$ cat config.mk
export PLATFORM = sky130hd
export DESIGN_NAME = masked_sbox_layer_seq
export DESIGN_NICKNAME = d
export VERILOG_FILES = /design/src/rtl/masked_sbox_layer_seq.sv
export SDC_FILE = /design/constraint.sdc
export NUM_CORES = 1
export LEC_CHECK = 0
export CORE_ASPECT_RATIO = 1.2
export CORE_MARGIN = 5
export CORE_UTILIZATION = 40
export DETAILED_ROUTE_END_ITERATION = 12
export DONT_BUFFER_PORTS = 1
export PLACE_DENSITY_LB_ADDON = 0.08
export SKIP_CTS_REPAIR_TIMING = 1
export SLEW_MARGIN = 20
export SYNTH_ARGS = -nofsm -noshare
export SYNTH_HDL_FRONTEND = slang
export SYNTH_SLANG_ARGS = --single-unit
export TNS_END_PERCENT = 50
$ cat constraint.sdc
create_clock -name clk -period 19.2 [get_ports clk]
set_clock_uncertainty 0.05 [all_clocks]
set_input_delay 5.76 -clock clk [delete_from_list [all_inputs] [get_ports clk]]
set_output_delay 5.76 -clock clk [all_outputs]
set_load 0.05 [all_outputs]
$ cat src/rtl/masked_sbox_layer_seq.sv
// masked_sbox_layer_seq: issues 16 shared nibbles serially into a pipelined masked S-box and gathers results; SBOX_SEQ_ZEROIZE_EN clears outputs on start and rs_hold at done
module masked_sbox_layer_seq #(
  parameter int LATENCY = 3,
  parameter int NIBBLES = 16
) (
  input  logic                 clk,
  input  logic                 rst,
  input  logic                 start,
  input  logic [4*NIBBLES-1:0] state_in1,
  input  logic [4*NIBBLES-1:0] state_in2,
  input  logic [4*NIBBLES-1:0] state_in3,
  input  logic [7:0]           rs_seed,
  output logic                 busy,
  output logic                 done,
  output logic [4*NIBBLES-1:0] state_out1,
  output logic [4*NIBBLES-1:0] state_out2,
  output logic [4*NIBBLES-1:0] state_out3,
  output logic [3:0]           sb_in1,
  output logic [3:0]           sb_in2,
  output logic [3:0]           sb_in3,
  output logic                 sb_en,
  input  logic [7:0]           sb_rs_out,
  output logic [7:0]           sb_rs_in,
  input  logic [3:0]           sb_out1,
  input  logic [3:0]           sb_out2,
  input  logic [3:0]           sb_out3
);
  localparam int W = 4 * NIBBLES;
  localparam int IW = $clog2(NIBBLES);
  typedef enum logic [1:0] {IDLE, ISSUE, DRAIN, DONE} state_t;
  state_t state_q, state_d;
  logic [W-1:0] buf1_q, buf2_q, buf3_q, out1_q, out2_q, out3_q;
  logic [7:0] seed_q, rs_hold_q;
  logic [IW-1:0] cnt_q;
  logic [LATENCY-1:0] vld_q;
  logic [IW-1:0] idx_q [LATENCY];
  logic issue, last, launch;
  assign issue = state_q == ISSUE;
  assign last = cnt_q == IW'(NIBBLES - 1);
  assign launch = state_q == IDLE && start;
  always_comb begin
    state_d = state_q;
    case (state_q)
      IDLE:    state_d = start ? ISSUE : IDLE;
      ISSUE:   state_d = last ? DRAIN : ISSUE;
      DRAIN:   state_d = vld_q[LATENCY-2:0] == '0 ? DONE : DRAIN;
      default: state_d = IDLE;
    endcase
  end
  assign busy = issue || state_q == DRAIN;
  assign done = state_q == DONE;
  assign sb_en = issue;
  assign sb_in1 = issue ? buf1_q[4*cnt_q +: 4] : '0;
  assign sb_in2 = issue ? buf2_q[4*cnt_q +: 4] : '0;
  assign sb_in3 = issue ? buf3_q[4*cnt_q +: 4] : '0;
  // stage 1 mirrors the nibble in the S-box F stage; nibble 0 takes the seed, later ones the previous refresh
  assign sb_rs_in = !vld_q[0] ? '0 : idx_q[0] == '0 ? seed_q : rs_hold_q;
  assign state_out1 = out1_q;
  assign state_out2 = out2_q;
  assign state_out3 = out3_q;
  always_ff @(posedge clk) begin
    if (rst) begin
      state_q <= IDLE;
      cnt_q <= '0;
      vld_q <= '0;
      for (int k = 0; k < LATENCY; k++) idx_q[k] <= '0;
      out1_q <= '0;
      out2_q <= '0;
      out3_q <= '0;
      rs_hold_q <= '0;
    end else begin
      state_q <= state_d;
      cnt_q <= issue && !last ? cnt_q + 1'b1 : '0;
      vld_q <= {vld_q[LATENCY-2:0], issue};
      idx_q[0] <= cnt_q;
      for (int k = 1; k < LATENCY; k++) idx_q[k] <= idx_q[k-1];
      if (launch) begin
        buf1_q <= state_in1;
        buf2_q <= state_in2;
        buf3_q <= state_in3;
        seed_q <= rs_seed;
`ifdef SBOX_SEQ_ZEROIZE_EN
        out1_q <= '0;
        out2_q <= '0;
        out3_q <= '0;
`endif
      end
      if (vld_q[LATENCY-1]) begin
        out1_q[4*idx_q[LATENCY-1] +: 4] <= sb_out1;
        out2_q[4*idx_q[LATENCY-1] +: 4] <= sb_out2;
        out3_q[4*idx_q[LATENCY-1] +: 4] <= sb_out3;
      end
`ifdef SBOX_SEQ_ZEROIZE_EN
      if (vld_q[0]) rs_hold_q <= sb_rs_out;
      else if (state_q == DONE) rs_hold_q <= '0;
`else
      if (vld_q[0]) rs_hold_q <= sb_rs_out;
`endif
    end
  end
endmodule

# --- After elaboration in Yosys (flattened, before gate mapping) ---
# Memories as Yosys holds them, arrays and structs flattened.
# Cells that the tools add are included.
totals:
  ff_bits: 409
  ram_bits: 12
  inputBits: 223
  out_inout_bits: 215
  word_cells: 57
  mem_count: 1
memory_table:
  columns: ["memory", "depth", "word_bits", "read_ports", "rd_clocked_by_memory_dff", "wr", "line", "rtl"]
  rows:
  - ["idx_q", 3, 4, 3, 0, 3, "36", "logic [IW-1:0] idx_q [LATENCY];"]
op_classes:
  n_addsub: 2
  eq_ne: 4
  shifts: 7
  n_mux: 18
  bitwise_logic: 5
  n_reduce_logical: 9
ops:
  columns: ["cell", "n"]
  rows:
  - ["$bwmux 64", 3]
  - ["$shiftx 4x34->64", 3]
  - ["$shiftx 64x7->4", 3]
  - ["$shift 4x34->64 const A", 1]
  - ["$neg 6->34", 1]
  - ["$mux 4", 6]
  - ["$mux 8", 2]
  - ["$pmux 2 s3", 1]
  - ["$mux 1", 5]
  - ["$add 4x1->4 const B", 1]
  - ["$eq 2x2->1 const B", 2]
  - ["$eq 4x4->1 const B", 1]
  - ["$logic_not 2->1", 2]
  - ["$logic_not 4->1", 1]
  - ["$or 1x1->1", 3]
  - ["$eq 2x1->1 const B", 1]
  - ["$logic_and 1x1->1", 2]
  - ["$mux 2", 1]
  - ["$not 1->1", 2]
  - ["$reduce_and 2->1", 1]
  - ["$reduce_or 2->1", 1]
  - ["$logic_not 1->1", 1]
  - ["$logic_or 1x1->1", 1]

# --- Logic depth before layout (Yosys ltp) ---
depth:
  ltp_word: 5
  mapped_depth: 13
  mapped_depth_nobuf: 6

# --- Worst setup path after synthesis ---
# No wires, ideal clock.
synth_timing:
  path_type: "input-to-reg"
  from: "in rst"
  to: "reg buf1_q[0], enable pin"
  setup_ps: 767
  t_arrival_ps: 14648
  required_time_ps: 18383
  slack_ps: 3736
  cell_stages: 4
  n_path_buf: 3
  path_cell_list: "clkbuf_1 clkbuf_1 clkbuf_1 nor2_1"
synth_via:
  elab_chain_len: 2
synth_lines:
  columns: ["item", "line", "rtl"]
  rows:
  - ["from (decl)", "7", "input logic rst,"]
  - ["$not 1->1 (no source line)", null, null]
  - ["$reduce_and 2->1 (no source line)", null, null]
  - ["to (signal assigned)", "78", "buf1_q <= state_in1;"]
  - ["to (decl)", "32", "logic [W-1:0] buf1_q, buf2_q, buf3_q, out1_q, out2_q, out3_q;"]
# No other way between the ends.
# A chain may end at the register's enable or synchronous reset.

# --- Worst setup path after layout ---
layout_timing:
  from: "reg state_q[1]"
  to: "out sb_in3[2]"
layout_via:
  elab_chain_len: 2
layout_lines:
  columns: ["item", "line", "rtl"]
  rows:
  - ["from (decl)", "31", "state_t state_q, state_d;"]
  - ["from (signal assigned)", "72", "state_q <= state_d;"]
  - ["$eq 2x1->1", "38", "assign issue = state_q == ISSUE;"]
  - ["named net sb_en", "21", "output logic sb_en,"]
  - ["$mux 4", "55", "assign sb_in3 = issue ? buf3_q[4*cnt_q +: 4] : '0;"]
  - ["to (decl)", "20", "output logic [3:0] sb_in3,"]
# The timed path passes the listed nets, and every way through them passes these cells.

==> results.sh <==
export IMPL_status="finished, final reports clean"
export IMPL_synth_cell_area_um2=16700
export IMPL_rsz0062_at_grt="false"
export IMPL_start_kind="register"
export IMPL_cp_required_ns=13.39
export IMPL_clock_path_buffers=3
export IMPL_ant_nets=0
export IMPL_dieHeight_um=234
export IMPL_hold_slack_ns=0.391
export IMPL_postLayoutCoreUtil_pct=44.6
export IMPL_setup_ws_ns=9.82
export IMPL_area_growth_pct=10.9
export IMPL_track_usage_pct=20.5
export IMPL_relSlewSlack_pct=24.8
export IMPL_route_detailed_drc=0
export IMPL_cts_root_buf="clkbuf_16"
export IMPL_worstPathMaxFanout=12
export IMPL_ir_drop_mv=0.0784
export IMPL_maxSlewViolCount=0
export IMPL_cp_cell_sequence="inv_1, ha_1, nor3b_2, a22oi_1, o21ai_1"
export IMPL_coreArea_um2=41600
export IMPL_fp_row_count=82
export IMPL_grt_pass1_vias=10600
export IMPL_vias=10400
export IMPL_fillers=3828
export IMPL_layout_commonest_cell="dfxtp_1"
export IMPL_period_minus_slack_ns=9.38
export IMPL_finalCritPeriodShare_pct=48.8
export IMPL_hold_violations=0
export IMPL_critPathSlowestCell="nor3b_2"
export IMPL_port_buffers=0
export IMPL_clk_pin_slew_worst_paths_ns=0.06
export IMPL_drt_pass1_iterations=5
export IMPL_worst_slew_pin_slew_ns=1.12
export IMPL_arrival_ns=3.57
export IMPL_endpoint_kind="primary output"
export IMPL_drt_iter0_drc=750
export IMPL_pre_cts_ws_ns=10.23
export IMPL_fin_nets=1497
export IMPL_finalPower_mw=1.86
export IMPL_yosys_warnings=0
export IMPL_met1Wirelength_um=17100
export IMPL_drive_above_1_share_pct=12.1
export IMPL_setup_viol=0
export IMPL_ys_ff_latch=421
export IMPL_clock_sinks=421
export IMPL_synth_cell_type_count=52
export IMPL_h_tree_depth=2
export IMPL_fmax_mhz=107
export IMPL_fp_dieArea_um2=46000
export IMPL_cpPeakStageDelay_ns=0.89
export IMPL_wl_met2_um=25500
export IMPL_p_leak_nw=6.15
export IMPL_grt_max_degree=249
export IMPL_syn_num_nets=1555
export IMPL_gp_congestion=0.770
export IMPL_dr_max_layer_used="met5"
export IMPL_routed_wl_um=49300
export IMPL_cts_tree="done"
export IMPL_viasPerCell=5.59
export IMPL_cap_violations=0
export IMPL_finalSetupTns_ns=0
export IMPL_hp_class="reg -> reg"
export IMPL_wire_per_inst_um=26.6
export IMPL_num_io_pins=438
export IMPL_antenna_found_initial=22
export IMPL_synth_yosys_seq_area_share_pct=62.4
export IMPL_final_cell_mix="219 x dfxtp_1, 200 x edfxtp_1, 120 x o21ai_0"
export IMPL_grt_pass1_wl_um=70600
export IMPL_overflow=0
export IMPL_critical_path_class="reg -> out"
export IMPL_power_density_nw_per_um2=101
export IMPL_synthCells=1325
export IMPL_cts_buffers=44
export IMPL_hpwl_um=34200
export IMPL_initial_core_util_pct=40.2
export IMPL_clkLatencyLatePin_ns=0.57
export IMPL_syn_avg_cell_area_um2=12.6
export IMPL_dr_wl_met3_um=4980
export IMPL_die_w_um=197
Yosys cell counts, drive strengths merged:
cell | instances | area, µm²
xor2 | 3 | 33.8
and3 | 9 | 56.3
or3 | 29 | 186
a21oi | 80 | 404
nor4b | 1 | 15.0
mux2i | 88 | 881
nand4b | 7 | 61.3
a2111o | 1 | 11.3
or2 | 1 | 6.26
or3b | 2 | 20.0
o41ai | 2 | 17.5
nor2b | 32 | 200
buf | 33 | 180
edfxtp | 200 | 6010
clkbuf | 88 | 330
a32o | 8 | 80.1
o21ai | 143 | 716
nor2 | 26 | 100
and3b | 1 | 8.76
and2 | 2 | 12.5
nand3b | 22 | 165
or4 | 7 | 52.6
nor3 | 8 | 45.0
nand3 | 52 | 260
nand2b | 100 | 626
a21o | 3 | 22.5
nor3b | 2 | 15.0
mux4 | 48 | 1080
xnor2 | 1 | 8.76
ha | 7 | 87.6
and4 | 1 | 8.76
nand4 | 41 | 257
a22oi | 12 | 90.1
nor4 | 2 | 25.0
and2b | 1 | 7.51
a41oi | 1 | 8.76
nand2 | 30 | 113
o211ai | 1 | 7.51
inv | 6 | 22.5
a2111oi | 3 | 70.1
dfxtp | 221 | 4420
sequential cells by signal, summed over array words and instances (netlist names):
name / count
cnt_q: 4
seed_q: 8
buf2_q: 64
state_out1: 64
vld_q: 3
state_out2: 64
state_q: 2
buf3_q: 64
rs_hold_q: 8
buf1_q: 64
idx_q: 12
state_out3: 64
through the flow:
step / cell area [µm²] / std cells
after floorplan: 16700 / 1325
after global placement: 17100 / 1764
after detailed placement: 17100 / 1764
after CTS: 18500 / 1843
after global routing: 18500 / 1849
final: 18500 / 1854
kinds of logic after synthesis:
family          synth area share (%)
buf+inv                         3.19
compound gates                  8.54
mux                             11.7
fa+ha+maj                      0.524
flops                           62.4
xor+xnor                       0.254
simple gates                    13.4
worst paths after layout:
kind	start	end	slack (ns)	cells past startpoint
setup / recovery	state_q[1]	sb_in3[2]	9.82	5
hold / removal	idx_q[0][4]	idx_q[0][8]	0.39	1
setup reg to reg	state_q[1]	buf2_q[30]	15.41	6
hold reg to reg	idx_q[0][4]	idx_q[0][8]	0.39	1
critical path, delay by kind of cell, from the launching register on:
family,cells,cell delay (ns)
AOI/OAI and AO/OA,2,0.94
adders and majority gates,1,0.74
buffers and inverters,1,0.09
DFF,1,0.33
and+or+nand+nor,1,0.89
final cells by class:
| cell class | count | area [µm²] | share of cell area [%] |
|---|---|---|---|
| clock buffers | 60 | 1230 | 6.64 |
| clock inverters | 19 | 174 | 0.938 |
| diodes | 8 | 20.0 | 0.108 |
| well taps | 546 | 683 | 3.68 |
| inverters | 6 | 22.5 | 0.121 |
| flip-flops and latches | 421 | 10400 | 56.3 |
| repair buffers | 17 | 148 | 0.796 |
| multi-input cells | 777 | 5830 | 31.4 |
metal layers:
layer,vias to the layer above,global-route usage [%]
met3,104,9.35
li1,4808,-
met5,-,0
met2,403,36.6
met4,28,7.02
met1,5026,21.3
power breakdown:
| group | internal, mW | switching, mW | leakage (nW) | total (mW) |
|---|---|---|---|---|
| registers | 0.965 | 0.00993 | 3.64 | 0.975 |
| logic | 0.0229 | 0.0353 | 1.84 | 0.0582 |
| clock network | 0.478 | 0.354 | 0.680 | 0.832 |
| total | 1.47 | 0.399 | 6.15 | 1.86 |
Power figures use the tool's default switching activity.
==> RTL edit, RTL diff (config.mk and constraints unchanged) <==
The option `SBOX_SEQ_ZEROIZE_EN` is turned on by a define.
--- a/src/rtl/masked_sbox_layer_seq.sv
+++ b/src/rtl/masked_sbox_layer_seq.sv
@@ -1,2 +1,4 @@
 // masked_sbox_layer_seq: issues 16 shared nibbles serially into a pipelined masked S-box and gathers results; SBOX_SEQ_ZEROIZE_EN clears outputs on start and rs_hold at done
+`define SBOX_SEQ_ZEROIZE_EN
+
 module masked_sbox_layer_seq #(
Formal check against the unedited RTL: same outputs for any inputs over 4 cycles, from zero or initial values and one cycle with rst high; that may be too few to reach the edited logic, so the function may still have changed.
==> RTL edit against the unedited design <==
Sequential share of layout area increased by 0.99 points. Cell area shrank 1.7%. Register-to-register slack better by 0.45 ns. Combinational power rose by 17%. Power fell by 1.4%. Synthesized area down 1.8%. Global-route usage decreased by 0.42 points. Routed wire length down 4.5%. Worst setup slack gained 0.086 ns. Count of clock-buffer cells in the layout unchanged. Worst hold slack got worse by 0.0057 ns. Sequential cell count unchanged. First-iteration DRC count decreased by 7.6%. Largest cell class unchanged. Largest power group unchanged.
==> RTL edit: results (changes against the unedited design) <==
metric,value,unit,change
DPL Wire Length,32.3,mm,was 34.2 mm
DR iter-0 viols,693,,was 750
Critical Path End,sb_in2[0],,was sb_in3[2]
Clock Latency Late Sink,0.55,ns,was 0.57 ns
first-pass GRT wire length,69.1,mm,was 70.6 mm
total CTS buffers,43,,was 44
overall routing resource usage,20.1,%,was 20.5%
sequential fraction of the synthesis area,63.5,%,was 62.4%
pin count of the biggest net entering global routing,176,,was 249
syn_nets,1499,,was 1555
final WL,47.1,mm,was 49.3 mm
LEAKAGE,6.43,nW,was 6.15 nW
top post-synthesis cells by area,"edfxtp_1 37%, dfxtp_1 27%, mux2i_1 7.6%, mux4_2 4.9%, nand2_1 3.8%",,"was edfxtp_1 36%, dfxtp_1 26%, mux4_2 6.5%, mux2i_1 5.3%, o21ai_0 4.0%"
Hold Slack,0.386,ns,was 0.391 ns
Post-DP Area,0.0168,mm2,was 0.0171 mm2
antenna violations before repair,25,,was 22
via density per instance,5.62,,was 5.59
"slowest stage delay, CP",1.10,ns,was 0.89 ns
Synth top cells by count,"221 x dfxtp_1, 200 x edfxtp_1, 166 x nand2_1, 125 x mux2i_1, 75 x o211ai_1",,"was 221 x dfxtp_1, 200 x edfxtp_1, 132 x o21ai_0, 100 x nand2b_1"
status,completed,,unchanged
Placer Congestion,0.757,,was 0.770
DP Worst Slack,10.28,ns,was 10.23 ns
number of global-route vias before repair,10200,,was 10600
WP data arrival,3.48,ns,was 3.57 ns
post-route minimum period,9.29,ns,was 9.38 ns
Max IR drop VDD,0.0000790,V,was 0.0000784 V
[RTL edit: changes by cell type after synthesis, moves of 28 or more]
cell / unedited run / this run
clkbuf_1: 88 / 60
mux2i_1: 88 / 125
nand2_1: 30 / 166
nand2b_1: 100 / 3
o211ai_1: 1 / 75
o21ai_0: 132 / 12
[RTL edit: final cells by class]
type / count / share of cell area (%)
flip-flops and latches: 421 / 57.3
clock inverters: 17 / 0.604
multi-input cells: 739 / 30.8
inverters: 5 / 0.103
repair buffers: 14 / 0.680
diodes: 9 / 0.124
clock buffers: 60 / 6.71
well taps: 539 / 3.70
[RTL edit: metal layers]
layer	part of all wire (%)	wire, um	global-route usage (%)	vias up
li1	-	-	-	4640
met3	10	4840	8.65	101
met2	50	23400	34.0	414
met4	3.0	1390	6.66	30
met5	0.42	198	0	-
met1	37	17300	22.9	4950
[RTL edit: cell families (layout without fill, tap and decap cells)]
family,after synthesis,after routing,synth area share [%]
buffers and inverters,109,96,3.06
xor gates and xnor gates,3,3,0.206
AOI/OAI and AO/OA,203,203,8.14
and+or+nand+nor,341,341,10.4
adders and majority gates,7,7,0.533
muxes,185,185,14.2
DFF,421,421,63.5
other,0,9,0
[RTL edit: power breakdown]
part / internal (mW) / leakage, nW / total [mW] / switching (mW)
Sequential: 0.965 / 3.64 / 0.973 / 0.00850
Clock: 0.458 / 0.667 / 0.796 / 0.338
Combinational: 0.0225 / 2.13 / 0.0683 / 0.0458
Total: 1.44 / 6.43 / 1.84 / 0.393
[RTL edit: through the flow]
stage          total power [mW]  std cells
6_report                   1.84       1804
5_1_grt                    1.91       1799
4_1_cts                    1.86       1794
3_5_place_dp               1.06       1717
3_3_place_gp               1.06       1717
2_1_floorplan              1.05       1269
